**src/rtl/uart_pkg.sv**
```systemverilog
// Shared types and widths for the UART transmit buffering path.
package uart_pkg;

  localparam int unsigned UART_DATA_W = 8;

  typedef enum logic [1:0] {
    IDLE,
    LAUNCH,
    WAIT_BUSY,
    WAIT_DONE
  } fifo_tx_state_e;

endpackage

```
**src/rtl/uart_byte_fifo.sv**
```systemverilog
// Circular byte buffer with wrap-bit pointers; reports occupancy and flags dropped pushes.
module uart_byte_fifo
  import uart_pkg::*;
#(
  parameter  int unsigned DEPTH  = 16,
  localparam int unsigned ADDR_W = $clog2(DEPTH)
) (
  input  logic                   clk,
  input  logic                   rst,
  input  logic                   push,
  input  logic [UART_DATA_W-1:0] push_data,
  input  logic                   pop,
  output logic [UART_DATA_W-1:0] head_data,
  output logic                   full,
  output logic                   empty,
  output logic [ADDR_W:0]        count,
  output logic                   overflow
);

  localparam int unsigned PTR_W = ADDR_W + 1;

  logic [UART_DATA_W-1:0] mem_q [DEPTH];
  logic [PTR_W-1:0]       wr_ptr_q, wr_ptr_d;
  logic [PTR_W-1:0]       rd_ptr_q, rd_ptr_d;
  logic                   overflow_q, overflow_d;
  logic                   wr_en;
  logic                   rd_en;
  logic [ADDR_W-1:0]      wr_addr;
  logic [ADDR_W-1:0]      rd_addr;

  assign wr_addr = wr_ptr_q[ADDR_W-1:0];
  assign rd_addr = rd_ptr_q[ADDR_W-1:0];

  // Flags come straight from the registered pointers, so a same-cycle pop never rescues a push into a full buffer.
  assign empty     = (wr_ptr_q == rd_ptr_q);
  assign full      = (wr_addr == rd_addr) && (wr_ptr_q[ADDR_W] != rd_ptr_q[ADDR_W]);
  assign count     = wr_ptr_q - rd_ptr_q;
  assign overflow  = overflow_q;
  assign head_data = mem_q[rd_addr];

  always_comb begin
    wr_en      = push & ~full;
    rd_en      = pop & ~empty;
    wr_ptr_d   = wr_ptr_q;
    rd_ptr_d   = rd_ptr_q;
    overflow_d = push & full;
    if (wr_en) wr_ptr_d = wr_ptr_q + PTR_W'(1);
    if (rd_en) rd_ptr_d = rd_ptr_q + PTR_W'(1);
  end

  always_ff @(posedge clk or negedge rst) begin
    if (!rst) begin
      wr_ptr_q   <= '0;
      rd_ptr_q   <= '0;
      overflow_q <= 1'b0;
    end else begin
      wr_ptr_q   <= wr_ptr_d;
      rd_ptr_q   <= rd_ptr_d;
      overflow_q <= overflow_d;
    end
  end

  // Storage needs no reset; only slots behind the write pointer are ever read.
  always_ff @(posedge clk) begin
    if (wr_en) mem_q[wr_addr] <= push_data;
  end

endmodule

```
**src/rtl/uart_tx_fifo.sv**
```systemverilog
// Buffers producer bytes and feeds them one at a time to the UART transmitter handshake.
module uart_tx_fifo
  import uart_pkg::*;
#(
  parameter  int unsigned DEPTH  = 16,
  localparam int unsigned ADDR_W = $clog2(DEPTH)
) (
  input  logic                   clk,
  input  logic                   rst,
  input  logic                   push,
  input  logic [UART_DATA_W-1:0] push_data,
  output logic                   full,
  output logic                   empty,
  output logic [ADDR_W:0]        count,
  output logic                   overflow,
  output logic                   tx_start,
  output logic [UART_DATA_W-1:0] tx_data,
  input  logic                   tx_busy,
  input  logic                   tx_done
);

  fifo_tx_state_e         state_q, state_d;
  logic                   tx_start_q, tx_start_d;
  logic [UART_DATA_W-1:0] tx_data_q, tx_data_d;
  logic                   pop;
  logic [UART_DATA_W-1:0] head_data;

  uart_byte_fifo #(
    .DEPTH (DEPTH)
  ) u_fifo (
    .clk       (clk),
    .rst       (rst),
    .push      (push),
    .push_data (push_data),
    .pop       (pop),
    .head_data (head_data),
    .full      (full),
    .empty     (empty),
    .count     (count),
    .overflow  (overflow)
  );

  assign tx_start = tx_start_q;
  assign tx_data  = tx_data_q;

  // Launch pops the head into tx_data, which then holds until the next launch.
  always_comb begin
    state_d    = state_q;
    tx_start_d = 1'b0;
    tx_data_d  = tx_data_q;
    pop        = 1'b0;
    case (state_q)
      IDLE: begin
        if (!empty && !tx_busy) begin
          state_d    = LAUNCH;
          tx_start_d = 1'b1;
          tx_data_d  = head_data;
          pop        = 1'b1;
        end
      end
      LAUNCH:    state_d = WAIT_BUSY;
      WAIT_BUSY: begin
        if (tx_done)      state_d = IDLE;
        else if (tx_busy) state_d = WAIT_DONE;
      end
      WAIT_DONE: begin
        if (tx_done) state_d = IDLE;
      end
      default:   state_d = IDLE;
    endcase
  end

  always_ff @(posedge clk or negedge rst) begin
    if (!rst) begin
      state_q    <= IDLE;
      tx_start_q <= 1'b0;
      tx_data_q  <= '0;
    end else begin
      state_q    <= state_d;
      tx_start_q <= tx_start_d;
      tx_data_q  <= tx_data_d;
    end
  end

endmodule

```
**config.mk**
```make
export PLATFORM = sky130hd
export DESIGN_NAME = uart_tx_fifo
export DESIGN_NICKNAME = d
export VERILOG_FILES = /design/src/rtl/uart_pkg.sv /design/src/rtl/uart_byte_fifo.sv /design/src/rtl/uart_tx_fifo.sv
export SDC_FILE = /design/constraint.sdc
export NUM_CORES = 1
export LEC_CHECK = 0
export ABC_AREA = 1
export CAP_MARGIN = 20
export CORE_ASPECT_RATIO = 1.4
export CORE_MARGIN = 2
export CORE_UTILIZATION = 50
export DETAILED_ROUTE_END_ITERATION = 16
export PLACE_DENSITY = 0.82
export REMOVE_ABC_BUFFERS = 1
export SLEW_MARGIN = 20
export SYNTH_ARGS = -nofsm -noshare
export SYNTH_HDL_FRONTEND = slang
export SYNTH_HIERARCHICAL = 1
export SYNTH_SLANG_ARGS = --single-unit
export TNS_END_PERCENT = 20
```
**constraint.sdc**
```tcl
create_clock -name clk -period 2.1 [get_ports clk]
set_input_delay 0.42 -clock clk [delete_from_list [all_inputs] [get_ports clk]]
set_output_delay 0.42 -clock clk [all_outputs]
set_load 0.05 [all_outputs]
```
==> After elaboration in Yosys (flattened, before gate mapping) <==
Memories as Yosys holds them, arrays and structs flattened. A register that Yosys moved wholly into a read port is not among the register bits.
Index checks and enable logic that the tools add are counted.
{ "totals": {"reg_bits": 14, "latchBits": 0, "inputBits": 13, "mem_bits_rw": 128, "rom_bits": 0, "output_inout_bits": 17, "memories": 1} }
{ "classes": {"bitwise": 5, "n_eq_ne": 9, "div": 0, "mux": 9, "n_shift": 0, "n_addsub": 3, "reduce_logical": 8, "magnitude_cmp": 0, "n_mul": 0} }
{ "mem_list": {"columns": ["memory", "depth", "width", "read_ports", "rd_ports_with_merged_regs", "wr", "line_no", "text"], "rows": [
  ["u_fifo.mem_q", 16, 8, 1, 1, 1, "uart_byte_fifo.sv:22", "logic [UART_DATA_W-1:0] mem_q [DEPTH];"]
]} }
{ "op_table": {"columns": ["operator", "n"], "rows": [
  ["5-bit by 1-bit adder with 5-bit output (second input constant)", 2],
  ["2-bit two-way mux", 4],
  ["2-bit case mux with 4 select lines", 1],
  ["5-bit equality test", 1],
  ["5-bit subtractor", 1],
  ["2-bit equality test (second input constant)", 2],
  ["4-bit equality test", 1],
  ["1-bit two-way mux", 4],
  ["2-bit inequality test (second input constant)", 2],
  ["1-bit bitwise AND", 3],
  ["1-bit zero test", 3],
  ["3-bit inequality test (second input constant)", 1],
  ["3-bit AND reduction", 1],
  ["2-bit by 1-bit equality test with 1-bit output (second input constant)", 1],
  ["1-bit logical AND", 2],
  ["2-bit zero test", 1],
  ["1-bit NOT", 2],
  ["2-bit AND reduction", 1],
  ["1-bit inequality test", 1]
]} }

==> Longest topological paths before layout <==
Gate-level depths: netlist of the first run.
{ "logic_depth": {"word_depth": 6, "depth_mapped": 15, "mapped_depth_nobuf": 13} }

==> Hierarchy <==
Netlist of the first run, hierarchy kept.
{ "by_module_without_submodules": {"columns": ["module", "cells_per_inst", "n_inst", "seq_area_each_um2", "area_per_inst_um2"], "rows": [
  ["uart_byte_fifo", 659, 1, 4119.0, 6413.7],
  ["uart_tx_fifo", 53, 1, 275.3, 474.2]
]} }

==> Worst setup path after synthesis of the first run <==
Ideal clock, no wire load.
{ "synth_path": {"path_type": "register to output", "from": "reg u_fifo.rd_ptr_q[1]", "to": "out count[4]", "required_ps": 1680, "path_slack_ps": -358, "path_stages_with_launch": 8, "arrival_ps": 2038, "cell_sequence": "dfrtp_1 > buf_4 > inv_1 > buf_2 > fa_1 > nand3_1 > nand2_1 > xor2_1"} }
{ "synth_via": {"elab_chain_len": 1} }
{ "synth_rtl": {"columns": ["element", "line_no", "text"], "rows": [
  ["start, declared", "uart_byte_fifo.sv:24", "logic [PTR_W-1:0] rd_ptr_q, rd_ptr_d;"],
  ["start signal, assigned", "uart_byte_fifo.sv:58", "rd_ptr_q <= rd_ptr_d;"],
  ["5-bit subtractor", "uart_byte_fifo.sv:37", "assign count = wr_ptr_q - rd_ptr_q;"],
  ["end, declared", "uart_tx_fifo.sv:14", "output logic [ADDR_W:0] count,"]
]} }
No other way between the ends.

==> Worst setup path in the final report of the first run <==
{ "layout_path": {"from": "reg u_fifo.wr_ptr_q[0]", "to": "out count[4]"} }
{ "layout_via": {"elab_chain_len": 1} }
{ "layout_rtl": {"columns": ["element", "line_no", "text"], "rows": [
  ["start, declared", "uart_byte_fifo.sv:23", "logic [PTR_W-1:0] wr_ptr_q, wr_ptr_d;"],
  ["start signal, assigned", "uart_byte_fifo.sv:57", "wr_ptr_q <= wr_ptr_d;"],
  ["5-bit subtractor", "uart_byte_fifo.sv:37", null]
]} }
No other way between the ends.

==> metrics.csv, run 1 <==
stage,metric,value,unit
outcome,status,finished with violations,
outcome,failing checks,setup timing,
route,DRT antenna net count,0,
grt,vias in the first global route,4842,
sta,slew margin rel.,56.7,%
power,Internal Pwr Total,7.87,mW
grt,initial antenna violation count,0,
power,PwrDens,1540,mW/mm2
synthesis,Synth top area share,55.8,%
finish,Final Util,63.0,%
sta,hold slack,0.356,ns
sta,Max Clk Rate,433,MHz
clocking,Clock Sinks,150,
synthesis,Yosys reg bits,150,
finish,final non-filler cell area,0.00844,mm2
power,VDD IR max,1.24,mV
floorplan,IO Count,30,
sta,Final setup viols,5,
floorplan,Die Wd,103,um
route,drt initial violations,595,
synthesis,largest area contributor in the netlist,edfxtp_1,
critical_path,critical path cell sequence,inv_2 -> ha_4 -> inv_4 -> fa_2 -> nand3_2 -> nand2_2 -> xor2_2 -> buf_12,
placement,Post-DP Area,0.00766,mm2
critical_path,crit path kind,flop to output port,
critical_path,"delay-heaviest family, CP",adder cells,
power,Combinational Power Share,46.5,%
critical_path,CP max stage delay,0.38,ns
synthesis,Mean Syn Cell Area,9.67,um2
critical_path,CP Launch Point,u_fifo/wr_ptr_q[0],
placement,DP Wirelength,9.88,mm
finish,Final nets,807,
critical_path,worst path bufs/invs,3,
clocking,CTS tree,yes,
clocking,Longest Clk Path Bufs,2,
finish,ANT cells,0,
synthesis,cells after synthesis,712,
synthesis,synth top area cells,"edfxtp_1, nand2_1, dfrtp_1",
power,Pleak,3.82,nW
synthesis,Synth async-reset ratio,14.7,%
power,Clock power frac,23.7,%
floorplan,Initial Util,51.4,%
sta,"Period Utilization, post-route",110,%
clocking,hold buffers post-CTS,0,
clocking,cts bufs inserted,17,
floorplan,area of the die,0.0147,mm2
finish,Layout Cells excl Fill,979,
grt,Total GRT Usage,22.0,%
placement,Port-buffer cells,29,
grt,global-route wire length before repair,23.8,mm
clocking,clk slew on worst S/H paths,0.06,ns
power,Sw Pwr,5.16,mW
critical_path,Critical Path RT,1.68,ns
finish,fraction of layout cells with a size suffix above 1,15.3,%
grt,largest net degree at the start of global routing,39,
placement,DP Worst Slack,0.0463,ns
route,via count,4981,
critical_path,CP Max Fanout,2,
synthesis,number of library cell types mapped by synthesis,27,
route,vias per cell,5.09,
grt,final global-route overflow total,0,
floorplan,die height,143,um
sta,Slew @ Worst Pin,0.647,ns
critical_path,Critical Path Start Type,flop,
power,switching portion of total power,39.6,%
placement,placed cells,938,
synthesis,Post-synth EDFFs,128,
critical_path,reg-to-reg startpoint,u_fifo/rd_ptr_q[1],
critical_path,slowest cell on the critical path,dfrtp_1,
sta,final hold vios,0,
sta,Final WS setup,-0.211,ns
sta,Pins Over Slew Limit,0,
critical_path,CP Data Arrival Time,1.89,ns
worst_hold_path,worst hold-check path type,input pin to async pin,
route,drt drc,0,
floorplan,row count,50,
power,Seq pwr share,29.8,%
clocking,Root Buffer,clkbuf_16,
synthesis,Mapped Area,0.00689,mm2
synthesis,Yosys Warn Count,6,
floorplan,Core Box Area,0.0134,mm2
job,max cap viols,0,
synthesis,"Seq/Total Area, Yosys",63.8,%
route,total wire length,15.5,mm
clocking,H-tree Lvls,4,
sta,minimum clock period,2.31,ns
finish,area delta synth->final,22.5,%
sta,RSZ-0062 raised after global routing,yes,
route,WL/cell,15.9,um
synthesis,most numerous cell in the Yosys netlist,nand2_1,
clocking,"Clk Latency, worst-skew pair",0.42,ns
route,Pre-antenna DRT Iters,5,
placement,global placement routability congestion,0.916,
synthesis,top_reg_cell synth,edfxtp_1,
sta,clock skew,0.00504,ns
critical_path,Critical Path Sink Type,output port,
synthesis,most instantiated cells after synthesis,"nand2_1, inv_1, edfxtp_1",
what timing repair did:
action | in CTS | in global routing
gates resized for setup | 16 | 12
setup endpoints to repair | 6 | 50
pin swaps | 4 | 3
setup buffers | 1 | 8
flip-flops by register name (all words and copies together), names as in the netlist:
register / flops
state_q: 2
u_fifo/overflow: 1
u_fifo/rd_ptr_q: 5
tx_data: 8
tx_start: 1
u_fifo/wr_ptr_q: 5
u_fifo/mem_q: 128
kinds of logic (layout without fill, tap and decap cells):
logic type	after synthesis	count (layout)	synth area share, %
AO/OA/AOI/OAI	7	7	0.509
adder cells (fa/ha/maj)	10	10	1.93
buffers and inverters	165	250	9.45
multiplexers	1	1	0.145
XOR/XNOR	13	13	1.76
AND/OR/NAND/NOR	366	366	22.4
flip-flops	150	150	63.8
power groups by stage:
| stage | clock network, mW | logic [mW] | registers [mW] |
|---|---|---|---|
| 2_1_floorplan | 0 | 2.88 | 4.38 |
| 3_3_place_gp | 0 | 5.45 | 3.91 |
| 4_1_cts | 3.11 | 5.82 | 3.90 |
| 3_5_place_dp | 0 | 5.58 | 3.93 |
| 5_1_grt | 3.24 | 6.51 | 3.93 |
| 6_report | 3.08 | 6.06 | 3.89 |
per-layer routing:
metal	global-route usage (%)	part of all wire, %	wire length [um]	vias to the layer above
li1	-	-	-	2378
met1	24.6	36	5570	2319
met2	37.9	53	8240	232
met3	4.36	6.3	984	52
met4	13.6	4.7	731	0
met5	0	0	0	-
area by class of cell:
| type | instances | area (um2) |
|---|---|---|
| clock inverter | 14 | 175 |
| tap | 182 | 228 |
| inverter | 140 | 528 |
| sequential | 150 | 4400 |
| multi-input combinational | 397 | 1930 |
| timing repair buffer | 78 | 757 |
| fill | 993 | 4950 |
| clock buffer | 18 | 429 |
metrics by stage:
stage	setup TNS, ns	power [mW]
2_1_floorplan	-150.83	7.26
3_3_place_gp	0	9.36
3_5_place_dp	0	9.51
4_1_cts	-0.810	12.8
5_1_grt	-1.71	13.7
6_report	-0.554	13.0
placed cells by master (no fill, tap or decap), drive strengths merged, types with 3 or more instances in the layout:
cell             n
inv            142
xor2             9
nand2          245
edfxtp         128
bufinv           3
dfrtp           22
clkdlybuf4s50   22
nor2            27
o21ai            5
nand3           93
ha               9
buf             56
xnor2            4
clkbuf          18
clkinvlp         4
clkinv           5
path summary, 6_finish.rpt:
kind | endpoint | slack (ns) | cells after the start
max in group asynchronous | u_fifo/wr_ptr_q[1] | 1.50 | 2
max reg2reg | u_fifo/mem_q[10][4] | 0.03 | 9
min in group clk | tx_data[0] | 0.47 | 2
max | count[4] | -0.21 | 8
min | tx_data[7] | 0.36 | 2
min reg2reg | tx_data[0] | 0.47 | 2
No activity file was read; power rests on OpenSTA's default activity.
==> run 2: changes to the inputs <==
Settings changed: CTS_CLUSTER_DIAMETER set to 200.
==> results of run 2 <==
No change in the layout: final DEF, timing and power equal those of run 1.
